File: config.mk
export PLATFORM = sky130hd
export DESIGN_NAME = uart_rx_cfg
export DESIGN_NICKNAME = d
export VERILOG_FILES = /design/src/rtl/uart_rx_cfg.sv
export SDC_FILE = /design/constraint.sdc
export NUM_CORES = 1
export LEC_CHECK = 0
export BUFFER_PORTS_ARGS = -buffer_cell sky130_fd_sc_hd__clkbuf_2
export CAP_MARGIN = 40
export CORE_MARGIN = 5
export CORE_UTILIZATION = 60
export DETAILED_ROUTE_END_ITERATION = 12
export PLACE_DENSITY_LB_ADDON = 0.2
export SYNTH_ARGS = -nofsm -noshare
export SYNTH_HDL_FRONTEND = slang
export SYNTH_SLANG_ARGS = --single-unit
File: constraint.sdc
create_clock -name clk -period 3.38 [get_ports clk]
set_clock_uncertainty 0.1 [all_clocks]
set_input_delay 0 -clock clk [delete_from_list [all_inputs] [get_ports clk]]
set_output_delay 0 -clock clk [all_outputs]
set_load 0.05 [all_outputs]
File: src/rtl/uart_rx_cfg.sv
// Configurable UART receiver: synchronized line, 3-sample majority vote,
// optional parity, one or two stop bits, break and error reporting.
module uart_rx_cfg #(
   parameter int BIT_RATE     = 9600,
   parameter int CLK_HZ       = 50000000,
   parameter int PAYLOAD_BITS = 8,
   parameter int PARITY       = 0,
   parameter int STOP_BITS    = 1
) (
   input  logic                    clk,
   input  logic                    reset,
   input  logic                    uart_rxd,
   input  logic                    uart_rx_en,
   output logic                    uart_rx_valid,
   output logic [PAYLOAD_BITS-1:0] uart_rx_data,
   output logic                    uart_rx_break,
   output logic                    uart_rx_parity_err,
   output logic                    uart_rx_frame_err
);

   localparam int CYCLES_PER_BIT = CLK_HZ / BIT_RATE;
   localparam int CW = $clog2(CYCLES_PER_BIT + 1);
   localparam int BW = $clog2(PAYLOAD_BITS + 1);

   localparam logic [CW-1:0] SMP0 = CW'(CYCLES_PER_BIT / 2 - 1);
   localparam logic [CW-1:0] SMP1 = CW'(CYCLES_PER_BIT / 2);
   localparam logic [CW-1:0] SMP2 = CW'(CYCLES_PER_BIT / 2 + 1);
   localparam logic [CW-1:0] LAST = CW'(CYCLES_PER_BIT - 1);
   localparam logic [BW-1:0] LAST_BIT = BW'(PAYLOAD_BITS - 1);

   typedef enum logic [2:0] {
      S_IDLE,
      S_START,
      S_DATA,
      S_PARITY,
      S_STOP
   } state_t;

   state_t                  state;
   logic [1:0]              sync_q;
   logic                    rxd_s;
   logic                    prime;
   logic                    armed;
   logic [CW-1:0]           cnt;
   logic [BW-1:0]           bit_cnt;
   logic [1:0]              samp;
   logic [PAYLOAD_BITS-1:0] shreg;
   logic                    par_acc;
   logic                    par_err_q;
   logic                    all_zero;
   logic                    brk_q;
   logic                    stop_err;
   logic                    stop_idx;

   logic vote;
   logic at_mid;
   logic at_end;
   logic par_err_c;
   logic brk_c;
   logic ferr_c;
   logic last_stop;

   assign rxd_s  = sync_q[1];
   assign vote   = (samp[0] & samp[1]) | (rxd_s & (samp[0] | samp[1]));
   assign at_mid = (cnt == SMP2);
   assign at_end = (cnt == LAST);

   always_comb begin
      par_err_c = 1'b0;
      if (PARITY == 1) begin
         par_err_c = ~(par_acc ^ vote);
      end else if (PARITY == 2) begin
         par_err_c = par_acc ^ vote;
      end
   end

   // Break is decided by the first stop bit; a break never flags framing.
   assign brk_c     = stop_idx ? brk_q : (all_zero & ~vote);
   assign ferr_c    = ~brk_c & (stop_err | ~vote);
   assign last_stop = (STOP_BITS == 1) || stop_idx;

   always_ff @(posedge clk or posedge reset) begin
      if (reset) begin
         sync_q             <= 2'b11;
         prime              <= 1'b0;
         armed              <= 1'b0;
         state              <= S_IDLE;
         cnt                <= '0;
         bit_cnt            <= '0;
         samp               <= 2'b00;
         shreg              <= '0;
         par_acc            <= 1'b0;
         par_err_q          <= 1'b0;
         all_zero           <= 1'b0;
         brk_q              <= 1'b0;
         stop_err           <= 1'b0;
         stop_idx           <= 1'b0;
         uart_rx_valid      <= 1'b0;
         uart_rx_data       <= '0;
         uart_rx_break      <= 1'b0;
         uart_rx_parity_err <= 1'b0;
         uart_rx_frame_err  <= 1'b0;
      end else begin
         sync_q        <= {sync_q[0], uart_rxd};
         prime         <= 1'b1;
         uart_rx_valid <= 1'b0;
         if (state == S_IDLE) begin
            cnt      <= '0;
            bit_cnt  <= '0;
            stop_idx <= 1'b0;
            // Only a line seen high through a loaded synchronizer re-arms.
            if (prime && rxd_s && sync_q[0]) begin
               armed <= 1'b1;
            end
            if (uart_rx_en && armed && !rxd_s) begin
               state     <= S_START;
               armed     <= 1'b0;
               all_zero  <= 1'b1;
               par_acc   <= 1'b0;
               par_err_q <= 1'b0;
               brk_q     <= 1'b0;
               stop_err  <= 1'b0;
            end
         end else if (!uart_rx_en) begin
            state <= S_IDLE;
            cnt   <= '0;
         end else begin
            cnt <= at_end ? '0 : cnt + 1'b1;
            if (cnt == SMP0) begin
               samp[0] <= rxd_s;
            end
            if (cnt == SMP1) begin
               samp[1] <= rxd_s;
            end
            unique case (state)
               S_START: begin
                  if (at_mid && vote) begin
                     state <= S_IDLE;
                     cnt   <= '0;
                  end else if (at_end) begin
                     state <= S_DATA;
                  end
               end
               S_DATA: begin
                  if (at_mid) begin
                     shreg    <= {vote, shreg[PAYLOAD_BITS-1:1]};
                     par_acc  <= par_acc ^ vote;
                     all_zero <= all_zero & ~vote;
                  end
                  if (at_end) begin
                     bit_cnt <= bit_cnt + 1'b1;
                     if (bit_cnt == LAST_BIT) begin
                        state <= (PARITY != 0) ? S_PARITY : S_STOP;
                     end
                  end
               end
               S_PARITY: begin
                  if (at_mid) begin
                     par_err_q <= par_err_c;
                     all_zero  <= all_zero & ~vote;
                  end
                  if (at_end) begin
                     state <= S_STOP;
                  end
               end
               S_STOP: begin
                  if (at_mid) begin
                     if (last_stop) begin
                        uart_rx_valid      <= 1'b1;
                        uart_rx_data       <= shreg;
                        uart_rx_break      <= brk_c;
                        uart_rx_parity_err <= par_err_q;
                        uart_rx_frame_err  <= ferr_c;
                        state              <= S_IDLE;
                        cnt                <= '0;
                     end else begin
                        brk_q    <= brk_c;
                        stop_err <= ~vote;
                        stop_idx <= 1'b1;
                     end
                  end
               end
               default: begin
                  state <= S_IDLE;
               end
            endcase
         end
      end
   end

endmodule

Word level (Yosys, flattened, before mapping)
Cells that the tools add are included.

storage, ports and cells
  output and inout port bits = 12
  input bits = 4
  bits in registers = 48
  word-level logic and storage cells = 102

operators by class
  eq/ne operators = 15
  add/subtract/negate cells = 2
  bitwise logic cells = 9
  reduce and logical (&&, ||, !) cells = 24
  mux-type cells = 36

operator list
  cell                     count
  $mux W13                 5
  $eq A13 B12 Y1 const B   3
  $mux W3                  9
  $pmux W13 S2             1
  $mux W1                  16
  $mux W4                  4
  $ne A4 B4 Y1 const B     4
  $reduce_and A4 Y1        4
  $reduce_bool A2 Y1       7
  $add A13 B1 Y13 const B  1
  $eq A13 B13 Y1 const B   1
  $pmux W3 S4              1
  $reduce_and A3 Y1        3
  $eq A3 B2 Y1 const B     2
  $reduce_and A6 Y1        1
  $logic_and A1 B1 Y1      5
  $ne A5 B5 Y1 const B     1
  $add A4 B1 Y4 const B    1
  $and A1 B1 Y1            4
  $eq A4 B3 Y1 const B     1
  $eq A3 B1 Y1 const B     1
  $eq A3 B3 Y1 const B     1
  $logic_not A3 Y1         1
  $not A1 Y1               3
  other kinds (5)          6

Depth between registers and ports, before layout
  depth after elaboration = 9
  gate-level depth with buffers = 8

Worst setup path after synthesis
Ideal clock, no wire load.

  path kind = register to register
  start = register cnt[0]
  end = register cnt[2]
  stages on the path, launching flop included = 8
  slack = 1507 ps
  data arrival time = 1702 ps
  data required time = 3209 ps
  path through = dfrtp_1 -> ha_1 -> and3_1 -> and4_1 -> buf_6 -> a311o_1 -> buf_2 -> nor2_1

between the ends
  cells in the longest elaborated chain, start to end = 6
  elaborated cells on any way between the ends = 10
  classes of those cells = 1 x add/sub; 2 x eq/ne; 6 x mux; 1 x reduce/logical

ends and longest elaborated chain
  item                                                    line      text
  from (decl)                                             44        logic [CW-1:0] cnt;
  from (signal assigned)                                  128       cnt <= at_end ? '0 : cnt + 1'b1;
  $add A13 B1 Y13, or another cell as far along           128
  $mux W13 / $logic_and A1 B1 Y1 (equally long branches)  128, 137
  $mux W13 (on tied branches)                             167, 137
  $pmux W13 S2 *                                          135       unique case (state)
  $mux W13 *                                              124       end else if (!uart_rx_en) begin
  $mux W13 *                                              107       if (state == S_IDLE) begin

Every way passes the cells marked *; elsewhere a longest branch is shown, timed or not.
A chain may end at the register's enable or synchronous reset.

Worst setup path in the final report
  start = register cnt[4]
  end = register uart_rx_frame_err

between the ends
  cells in the longest elaborated chain, start to end = 2

ends and longest elaborated chain
  item                         line  text
  $eq A13 B12 Y1               65    assign at_mid = (cnt == SMP2);
  $reduce_and A4 Y1 (no line)  -
  to (signal assigned)         173   uart_rx_frame_err <= ferr_c;
  to (decl)                    18    output logic uart_rx_frame_err

No other way between the ends.

==> impl_metrics.tcl <==
set metrics [dict create \
    min_period_ps 2159 \
    power_density_mw_per_mm2 467.6 \
    start_kind "register" \
    first_global_vias 1448 \
    synth_area_mm2 0.002221 \
    routed_wl_um 3804 \
    cts.sinks 46 \
    syn2layout_area_growth_pct 10.48 \
    globalRouteOverflowTotal 0 \
    syn_inst 192 \
    cts_buffers 5 \
    die_w_um 70.84 \
    critical_path.max_fanout 11 \
    critical_path.cell_chain "nor4b_2, and4_1, nand4_4, mux2_4" \
    vias_cell 5.581 \
    vias 1451 \
    clock_root_buffer "sky130_fd_sc_hd__clkbuf_8" \
    hold_viol 0 \
    class_of_the_tightest_hold_or_removal_check "in -> reg" \
    globalplace.congestion 0.8330 \
    yosysMostFrequentCell "sky130_fd_sc_hd__dfrtp_1" \
    setup_ws_ps 1221 \
    initialDrtViolationCount 92 \
    chipHeight_um 70.84 \
    final_layout_size_suffix_gt1_share_pct 25.00 \
    rsz0062_at_grt "no" \
    synth.area.top_cells "sky130_fd_sc_hd__dfrtp_1, sky130_fd_sc_hd__mux2_4, sky130_fd_sc_hd__mux2_2, sky130_fd_sc_hd__nor2_1, sky130_fd_sc_hd__xnor2_1" \
    cts_tree "built" \
    antenna_violations_before_repair 0 \
    worst_slew_margin_rel_pct 46.59 \
    r2r_setup_slack_ps 1220 \
    ys_async_sr_fraction_pct 100.0 \
    io_buffer_count 14 \
    ys_ff_latch 46 \
    synth.top_cell.area_share_pct 49.58 \
    drv_cap 0 \
    period_share_pct 63.87 \
    synth_edf_count 0 \
    power.ir.vdd_worst_mv 0.3288 \
    syn_area_per_cell_um2 11.57 \
    fillCellCount 269 \
    clk_pin_slew_worst_paths_ps 80 \
    wire_length_of_the_first_global_routing_pass_um 6637 \
    initial_core_util_pct 61.12 \
    clk_latency_ps 290 \
    synthesis.yosys.warnings 0 \
    num_antenna_cells 0 \
    finalMaxSlewViolations 0 \
    crit_required_ps 3460 \
    prevailing_post_synth_register_cell "sky130_fd_sc_hd__dfrtp_1" \
    slowest_stage_cell_on_the_critical_path "sky130_fd_sc_hd__dfrtp_1" \
    post_dr_wirelength_cell_um 14.63 \
    leakagePower_nw 1.143 \
    netlist-cell-type-count 40 \
    dp_slack_ps 1227 \
    outcome "completed" \
    fp.coreArea_mm2 0.003633 \
    synthDominantAreaCellType "sky130_fd_sc_hd__dfrtp_1" \
    worstPathArrival_ps 2240 \
    cts-resized-gates 0 \
    dpl.hpwl_um 2681 \
    finalSetupTns_ps 0 \
    grt_start_max_net_pins 47 \
    worst-slew-pin-transition_ps 795.1 \
    drt-pass1-iter-count 4 \
    die_area_mm2 0.005018 \
    crit_path_max_cell_delay_ps 450 \
    timing.setup.critical_path_class "reg -> reg" \
    rows 22 \
    timing.critical_path.to_type "register" \
    register_area_share_after_synthesis_pct 51.94 \
    drt.antenna.violating_nets 0 \
    max-clock-path-buffers 2 \
    drt_drc_violations_left 0 \
    floorplan.io_pins 16 \
    final_setup_vio_count 0 \
    track_usage_pct 16.60 \
    synth.net_count 200 \
    layout.nets 219 \
    htree_num_levels 2 \
    timing.fmax_mhz 463.2 \
    ys_top_cells_by_count "sky130_fd_sc_hd__dfrtp_1, sky130_fd_sc_hd__nor2_1, sky130_fd_sc_hd__mux2_2" \
]
-- kinds of logic after synthesis --
| logic type | after synthesis | synth area share (%) |
|---|---|---|
| mux | 22 | 12.56 |
| fa+ha+maj | 5 | 2.761 |
| compound gates | 14 | 4.395 |
| buf+inv | 16 | 3.718 |
| simple gates | 75 | 19.55 |
| flops | 46 | 51.94 |
| other cells | 2 | 0.3382 |
| xor+xnor | 12 | 4.733 |
-- sequential cells by signal (all words and copies together) (netlist names), 2 cells and up --
name	flops
cnt	13
samp	2
bit_cnt	4
state	3
sync_q	2
shreg	8
uart_rx_data	8
-- cell usage in the layout (no fill, tap or decap), drive strengths merged, types with 4 or more instances in the layout --
cell / instances
nand2: 10
clkbuf: 20
a21oi: 4
nor2: 23
nor2b: 4
nor4: 4
ha: 4
xnor2: 9
mux2: 20
dfrtp: 44
and4bb: 4
nand4: 5
nand3: 10
inv: 9
-- where the power goes --
group	internal, mW	switching, mW	total (mW)
registers	0.572	0.0262	0.598
clock network	0.221	0.180	0.401
logic	0.0558	0.0926	0.148
-- timing repair --
action	4_1_cts	5_1_grt
hold buffers	3	0
hold endpoints to repair	46	0
buffers inserted	0	0
endpoints found under the setup margin	0	0
-- final cells by class --
cell class / instances / area [um^2] / share of cell area [%]
inverters: 10 / 37.54 / 1.530
repair buffers: 18 / 107.6 / 4.386
flip-flops and latches: 46 / 1154 / 47.02
multi-input cells: 130 / 984.7 / 40.13
clock buffers: 6 / 72.57 / 2.958
well taps: 48 / 60.06 / 2.448
clock inverters: 2 / 37.54 / 1.530
-- critical path: cells and delay by family, from the launching register on --
kind | cells | cell delay, ps
flops | 1 | 450
mux | 1 | 380
simple gates | 3 | 1110
-- worst paths after layout --
check / endpoint / from / cells past startpoint
max: uart_rx_frame_err / cnt[4] / 4
min: sync_q[0] / uart_rxd / 2
max reg2reg: uart_rx_frame_err / cnt[4] / 4
min reg2reg: sync_q[1] / sync_q[0] / 0
max in group asynchronous: all_zero / reset / 4
min in group asynchronous: uart_rx_data[1] / reset / 4
-- metal layers --
metal / vias to the layer above / share of wire [%] / global-route usage, %
li1: 701 / - / -
met1: 709 / 45 / 20.55
met2: 30 / 49 / 27.60
met3: 11 / 3.7 / 3.693
met4: 0 / 2.2 / 7.724
met5: - / 0 / 0
-- metrics by stage --
step                      power [mW]  util [%]  hold WS (ps)  instances  instance area (um^2)
after floorplan               0.7226         -        -95.52        192                  2221
after global placement        0.7482     63.67        -9.535        249                  2313
after detailed placement      0.7543     63.67        -10.73        249                  2313
after CTS                      1.155     67.53         226.5        260                  2454
after global routing           1.203     67.53         255.7        260                  2454
final                          1.147     67.53         230.8        260                  2454
No activity file was read; power rests on OpenSTA's default activity.
